### config.mk
export PLATFORM = sky130hd
export DESIGN_NAME = ring_phase_monitor
export DESIGN_NICKNAME = d
export VERILOG_FILES = /design/src/rtl/ring_mon_pkg.sv /design/src/rtl/ring_onehot_dec.sv /design/src/rtl/ring_phase_monitor.sv
export SDC_FILE = /design/constraint.sdc
export NUM_CORES = 1
export LEC_CHECK = 0
export ABC_CLOCK_PERIOD_IN_PS = 2300
export CAP_MARGIN = 0
export CELL_PAD_IN_SITES_DETAIL_PLACEMENT = 0
export CELL_PAD_IN_SITES_GLOBAL_PLACEMENT = 2
export CORE_MARGIN = 3
export CORE_UTILIZATION = 32
export DETAILED_ROUTE_END_ITERATION = 8
export GPL_TIMING_DRIVEN = 0
export PLACE_DENSITY_LB_ADDON = 0.08
export SYNTH_ARGS = -nofsm -noshare
export SYNTH_HDL_FRONTEND = slang
export SYNTH_SLANG_ARGS = --single-unit
### constraint.sdc
create_clock -name clk -period 2.3 [get_ports clk]
set_clock_uncertainty 0.1 [all_clocks]
set_input_delay 0.23 -clock clk [delete_from_list [all_inputs] [get_ports clk]]
set_output_delay 0.23 -clock clk [all_outputs]
set_load 0.1 [all_outputs]
### src/rtl/ring_mon_pkg.sv
// Shared types and helpers for the ring phase monitor.
// Helpers take a zero-extended MAX_W vector so one function serves any ring width.
package ring_mon_pkg;

    localparam int unsigned MAX_W        = 32;
    localparam int unsigned DEF_LOCK_CNT = 2;

    typedef enum logic [1:0] {
        ACQUIRE = 2'd0,
        LOCKED  = 2'd1,
        FAULT   = 2'd2
    } state_t;

    function automatic logic is_onehot(input logic [MAX_W-1:0] v);
        return (v != '0) && ((v & (v - MAX_W'(1))) == '0);
    endfunction

    // Rotate right by one within the low w bits; bit 0 wraps to bit w-1.
    function automatic logic [MAX_W-1:0] rotr1(input logic [MAX_W-1:0] v,
                                               input int unsigned w);
        return (v >> 1) | (MAX_W'(v[0]) << (w - 1));
    endfunction

endpackage

### src/rtl/ring_onehot_dec.sv
// One-hot to index decoder: MSB maps to index 0, LSB to WIDTH-1.
module ring_onehot_dec
    import ring_mon_pkg::*;
#(
    parameter int unsigned WIDTH = 4
) (
    input  logic [WIDTH-1:0]         vec,
    output logic [$clog2(WIDTH)-1:0] idx,
    output logic                     vld
);

    always_comb begin
        idx = '0;
        for (int unsigned i = 0; i < WIDTH; i++) begin
            if (vec[i]) idx = ($clog2(WIDTH))'(WIDTH - 1 - i);
        end
        vld = is_onehot(MAX_W'(vec));
    end

endmodule

### src/rtl/ring_phase_monitor.sv
// Phase decode, transition checking, lock and revolution tracking for a one-hot ring.
// Optional error capture ports: define RING_PHASE_MON_CAPTURE_EN.
module ring_phase_monitor
    import ring_mon_pkg::*;
#(
    parameter int unsigned WIDTH    = 4,
    parameter int unsigned REV_W    = 8,
    parameter int unsigned LOCK_CNT = DEF_LOCK_CNT
) (
    input  logic                     clk,
    input  logic                     rstn,
    input  logic [WIDTH-1:0]         ring_in,
    input  logic                     step_en,
    input  logic                     clr_err,
    output logic [$clog2(WIDTH)-1:0] phase,
    output logic                     phase_vld,
    output logic                     locked,
    output logic [REV_W-1:0]         rev_cnt,
    output logic                     rev_pulse,
    output logic                     err_illegal,
    output logic                     err_skip,
`ifdef RING_PHASE_MON_CAPTURE_EN
    output logic [WIDTH-1:0]         err_pattern,
    output logic [$clog2(WIDTH)-1:0] err_phase,
`endif
    output logic                     err_sticky
);

    state_t                     state, state_nxt;
    logic [WIDTH-1:0]           prev, prev_nxt, expected;
    logic                       prev_vld, prev_vld_nxt;
    logic [3:0]                 cnt, cnt_nxt, cnt_inc;
    logic [REV_W-1:0]           rev_nxt;
    logic                       pulse_nxt, ill_nxt, skip_nxt, sticky_nxt, match;
    logic [$clog2(WIDTH)-1:0]   in_idx;
    logic                       in_vld;

    ring_onehot_dec #(.WIDTH(WIDTH)) u_in_dec (
        .vec (ring_in),
        .idx (in_idx),
        .vld (in_vld)
    );

    always_comb begin
        expected = step_en ? WIDTH'(rotr1(MAX_W'(prev), WIDTH)) : prev;
        match    = in_vld && (ring_in == expected);
        cnt_inc  = cnt + 4'd1;
    end

    always_comb begin
        state_nxt    = state;
        prev_nxt     = prev;
        prev_vld_nxt = prev_vld;
        cnt_nxt      = cnt;
        rev_nxt      = rev_cnt;
        pulse_nxt    = 1'b0;
        ill_nxt      = 1'b0;
        skip_nxt     = 1'b0;

        if (in_vld) begin
            prev_nxt     = ring_in;
            prev_vld_nxt = 1'b1;
        end

        case (state)
            ACQUIRE: begin
                if (!in_vld) begin
                    cnt_nxt      = '0;
                    prev_vld_nxt = 1'b0;
                end else if (prev_vld) begin
                    if (!match) begin
                        cnt_nxt = '0;
                    end else if (step_en) begin
                        if (cnt_inc == 4'(LOCK_CNT)) begin
                            state_nxt = LOCKED;
                            cnt_nxt   = '0;
                        end else begin
                            cnt_nxt = cnt_inc;
                        end
                    end
                end
            end
            LOCKED: begin
                if (!in_vld) begin
                    ill_nxt   = 1'b1;
                    state_nxt = FAULT;
                end else if (!match) begin
                    skip_nxt  = 1'b1;
                    state_nxt = FAULT;
                end else if (step_en && prev[0]) begin
                    rev_nxt   = rev_cnt + 1'b1;
                    pulse_nxt = 1'b1;
                end
            end
            FAULT: begin
                state_nxt    = ACQUIRE;
                cnt_nxt      = '0;
                prev_vld_nxt = 1'b0;
            end
            default: begin
                state_nxt    = ACQUIRE;
                cnt_nxt      = '0;
                prev_vld_nxt = 1'b0;
            end
        endcase

        // A new error outranks a simultaneous clear.
        sticky_nxt = ill_nxt | skip_nxt | (err_sticky & ~clr_err);
    end

    always_ff @(posedge clk or negedge rstn) begin
        if (!rstn) begin
            state       <= ACQUIRE;
            prev        <= '0;
            prev_vld    <= 1'b0;
            cnt         <= '0;
            phase       <= '0;
            phase_vld   <= 1'b0;
            locked      <= 1'b0;
            rev_cnt     <= '0;
            rev_pulse   <= 1'b0;
            err_illegal <= 1'b0;
            err_skip    <= 1'b0;
            err_sticky  <= 1'b0;
        end else begin
            state       <= state_nxt;
            prev        <= prev_nxt;
            prev_vld    <= prev_vld_nxt;
            cnt         <= cnt_nxt;
            if (in_vld) phase <= in_idx;
            phase_vld   <= in_vld;
            locked      <= (state_nxt == LOCKED);
            rev_cnt     <= rev_nxt;
            rev_pulse   <= pulse_nxt;
            err_illegal <= ill_nxt;
            err_skip    <= skip_nxt;
            err_sticky  <= sticky_nxt;
        end
    end

`ifdef RING_PHASE_MON_CAPTURE_EN
    logic [$clog2(WIDTH)-1:0] exp_idx;
    logic                     exp_vld;

    ring_onehot_dec #(.WIDTH(WIDTH)) u_exp_dec (
        .vec (expected),
        .idx (exp_idx),
        .vld (exp_vld)
    );

    always_ff @(posedge clk or negedge rstn) begin
        if (!rstn) begin
            err_pattern <= '0;
            err_phase   <= '0;
        end else if (ill_nxt || skip_nxt) begin
            err_pattern <= ring_in;
            err_phase   <= exp_vld ? exp_idx : '0;
        end
    end
`endif

endmodule
==> flow_summary.ini <==
[yosys]
syn_area_mm2 = 0.00153
synth_cells = 152
ys_seq_elements = 27
syn_area_per_cell_um2 = 10.1
synth_warnings = 0
synth_seq_area_share_pct = 44.2
synth.distinct_cells = 44
syn-num-nets = 163

[sta]
fin_ws_ps = 46.0
tightest_slew_ps = 973
setup_tns_ps = 0
fin_crit_sh_pct = 98.0
drv_slew = 0
hold_viol = 0
slew_headroom_pct = 34.9
period_needed_ps = 2250
fmax_ghz = 0.444
setup_violations = 0

[power_and_ir_drop]
p_seq_share_pct = 50.5
netSwitchingFraction_pct = 31.3
combPwrFrac_pct = 22.2
peakVddDrop_uv = 301
leakage_nw = 0.824
cellPowerDensity_mw_per_mm2 = 529
clkPwrFrac_pct = 27.3
p_sw_mw = 0.319
internal_power_mw = 0.701

[place]
gp_congestion = 0.773
io_buffers = 22
place_area_mm2 = 0.00182
dpl.cell_count = 226
place_hpwl_um = 2430
place_ws_ps = -416

[clocking]
clk_latency_ps = 280
cts_tree = yes
path_clk_slew_ps = 90
cts_buffers = 3
h-tree-depth = 1
clockRootBuffer = clkbuf_8
cts_buffer_depth = 2
clock_sinks = 27

[global_route]
grt_antenna_before_repair = 0
grt_overflow = 0
grt_max_degree = 28
grt_pass1_vias = 1217
grt_usage_pct = 13.7
grt_pass1_wl_um = 5870

[critical_path]
r2r_end = rev_cnt[2]
crit_slowest_cell = clkdlybuf4s50_1
reg2reg_from = state[1]
startpoint_type = input port
critPathMaxFanout = 10
r2r_cells = 7
cp.required_ps = 2360
crit_type = in -> reg
critPathMaxStageDelay_ps = 510
rrSetupSlack_ps = 270
path_cells = clkdlybuf4s50_1 > buf_2 > xor2_1 > a211oi_4 > buf_4 > nor4b_4 > mux2_1
endpoint_kind = register
cp_data_arrival_time_ps = 2320

[worst_hold_path]
worstHoldEndpoint = phase[1]
hold_depth = 2
hp-class = in -> reg
worstHoldStart = ring_in[3]

[routing]
wire_per_inst_um = 14.7
vias_per_cell = 5.21
drtIter0Drc = 72
route.vias.total = 1229
remaining_drc_errors = 0
drt_wl_total_um = 3460
ant_nets = 0
firstDrtPassIters = 4

[floorplanning]
ioPinCount = 24
die-area_mm2 = 0.00565
start_util_pct = 34.2
die_h_um = 75.2
core-area_mm2 = 0.00447
die_w_um = 75.2
rows = 24

[run_status]
run_status = finished, final reports clean

[final_layout]
fin_util_pct = 43.1
syn_to_final_growth_pct = 26.0
diodes = 0
nets = 196
design_area_mm2 = 0.00193
finalNonFillerCells = 236
drive_gt1_share_pct = 14.7

[job]
maxCapViolCount = 0
cell usage after synthesis:
cell	count	area [µm²]
maj3_1	1	10.0
o211ai_1	1	7.51
a21o_1	1	7.51
a311oi_1	1	8.76
nor3b_1	4	30.0
nand2_1	16	60.1
mux2_1	1	11.3
o22ai_1	1	6.26
mux2i_1	4	40.0
or2_2	2	12.5
a41o_1	1	10.0
a221oi_1	1	8.76
a31oi_1	1	6.26
xnor2_1	12	105
a41oi_1	1	8.76
dfrtp_1	27	676
nor4b_4	1	23.8
a22o_1	1	8.76
nor3_1	5	25.0
or3_1	1	6.26
inv_1	4	15.0
nor4b_2	1	15.0
nand2b_1	3	18.8
ha_1	3	37.5
nor4_4	1	21.3
o41ai_1	1	8.76
buf_6	2	22.5
a22oi_1	2	15.0
xor2_1	2	17.5
nand4_1	5	31.3
nor2_1	9	33.8
a21oi_1	5	25.0
o31ai_1	1	7.51
o31ai_2	1	12.5
clkbuf_1	2	7.51
and2_1	1	6.26
nor4_1	2	12.5
nand3_1	6	30.0
clkinv_1	1	3.75
buf_2	5	25.0
nor4b_1	4	35.0
nor2b_1	1	6.26
a211oi_4	1	20.0
o21ai_0	6	30.0
layout make-up:
cell class | instances | area (µm²)
plain buffers | 9 | 55.1
flip-flops and latches | 27 | 676
repair buffers | 28 | 268
fillers | 453 | 2550
clock inverters | 1 | 7.51
well taps | 52 | 65.1
inverters | 5 | 22.5
clock buffers | 3 | 41.3
multi-input cells | 111 | 793
timing repair:
action | CTS | global route
hold buffers | 0 | 1
cloned | 0 | 0
setup endpoints to repair | 1 | 13
resized for setup | 0 | 5
pin swaps | 1 | 1
hold endpoints to repair | 0 | 27
setup buffers | 2 | 3
metrics by stage:
stage	hold slack (ps)	power (mW)
after CTS	190	1.04
after global placement	362	0.738
after detailed placement	379	0.742
after global routing	223	1.08
final	212	1.02
after floorplan	-166	0.676
sequential cells by signal, summed over array words and instances (netlist names), 2 cells and up:
signal	flops
phase	2
cnt	4
prev	4
state	2
rev_cnt	8
critical path, delay by kind of cell:
kind	cells	cell delay (ps)
simple gates	1	340
xor+xnor	1	340
mux	1	350
compound gates	1	140
buf+inv	3	920
worst max-delay path by stage:
stage	depth (start not counted)	from	end	slack, ps
2_1_floorplan	5	rev_cnt[0]	rev_cnt[6]	260
4_1_cts	1	rev_cnt[2]	rev_cnt[2]	4
3_3_place_gp	7	step_en	rev_cnt[1]	-360
5_1_grt	8	ring_in[2]	cnt[1]	-10
6_report	7	ring_in[0]	rev_cnt[1]	50
3_5_place_dp	7	step_en	rev_cnt[1]	-420
layer usage:
layer	share of wire, %	vias up	global-route usage, %
met1	48	596	19.8
li1	-	610	-
met3	3.3	2	2.80
met5	0	-	0
met4	0.66	0	2.91
met2	48	21	21.2
power by group through the flow:
stage / clock, mW / combinational [mW] / sequential, mW
2_1_floorplan: 0 / 0.115 / 0.561
3_3_place_gp: 0 / 0.215 / 0.523
3_5_place_dp: 0 / 0.218 / 0.524
4_1_cts: 0.296 / 0.223 / 0.515
5_1_grt: 0.318 / 0.248 / 0.518
6_report: 0.279 / 0.227 / 0.515
placed cells by master, fill, tap and decap left out, drive strengths merged, types with 5 or more instances in the layout:
master          n
nor3            5
nor4b           6
nand4           5
nor2            9
nand3           6
xnor2          12
a21oi           5
dfrtp          27
buf            13
o21ai           6
nand2          16
clkbuf          5
clkdlybuf4s50  19
kinds of logic (layout without fill, tap and decap cells):
group	Yosys count	in the layout	share of synthesized area (%)
multiplexers	5	5	3.35
flip-flops	27	27	44.2
adder cells (fa/ha/maj)	4	4	3.11
AND/OR/NAND/NOR	62	62	24.0
AO/OA/AOI/OAI	26	26	12.5
XOR/XNOR	14	14	8.01
buffers and inverters	14	46	4.82
Power figures use the tool's default switching activity.
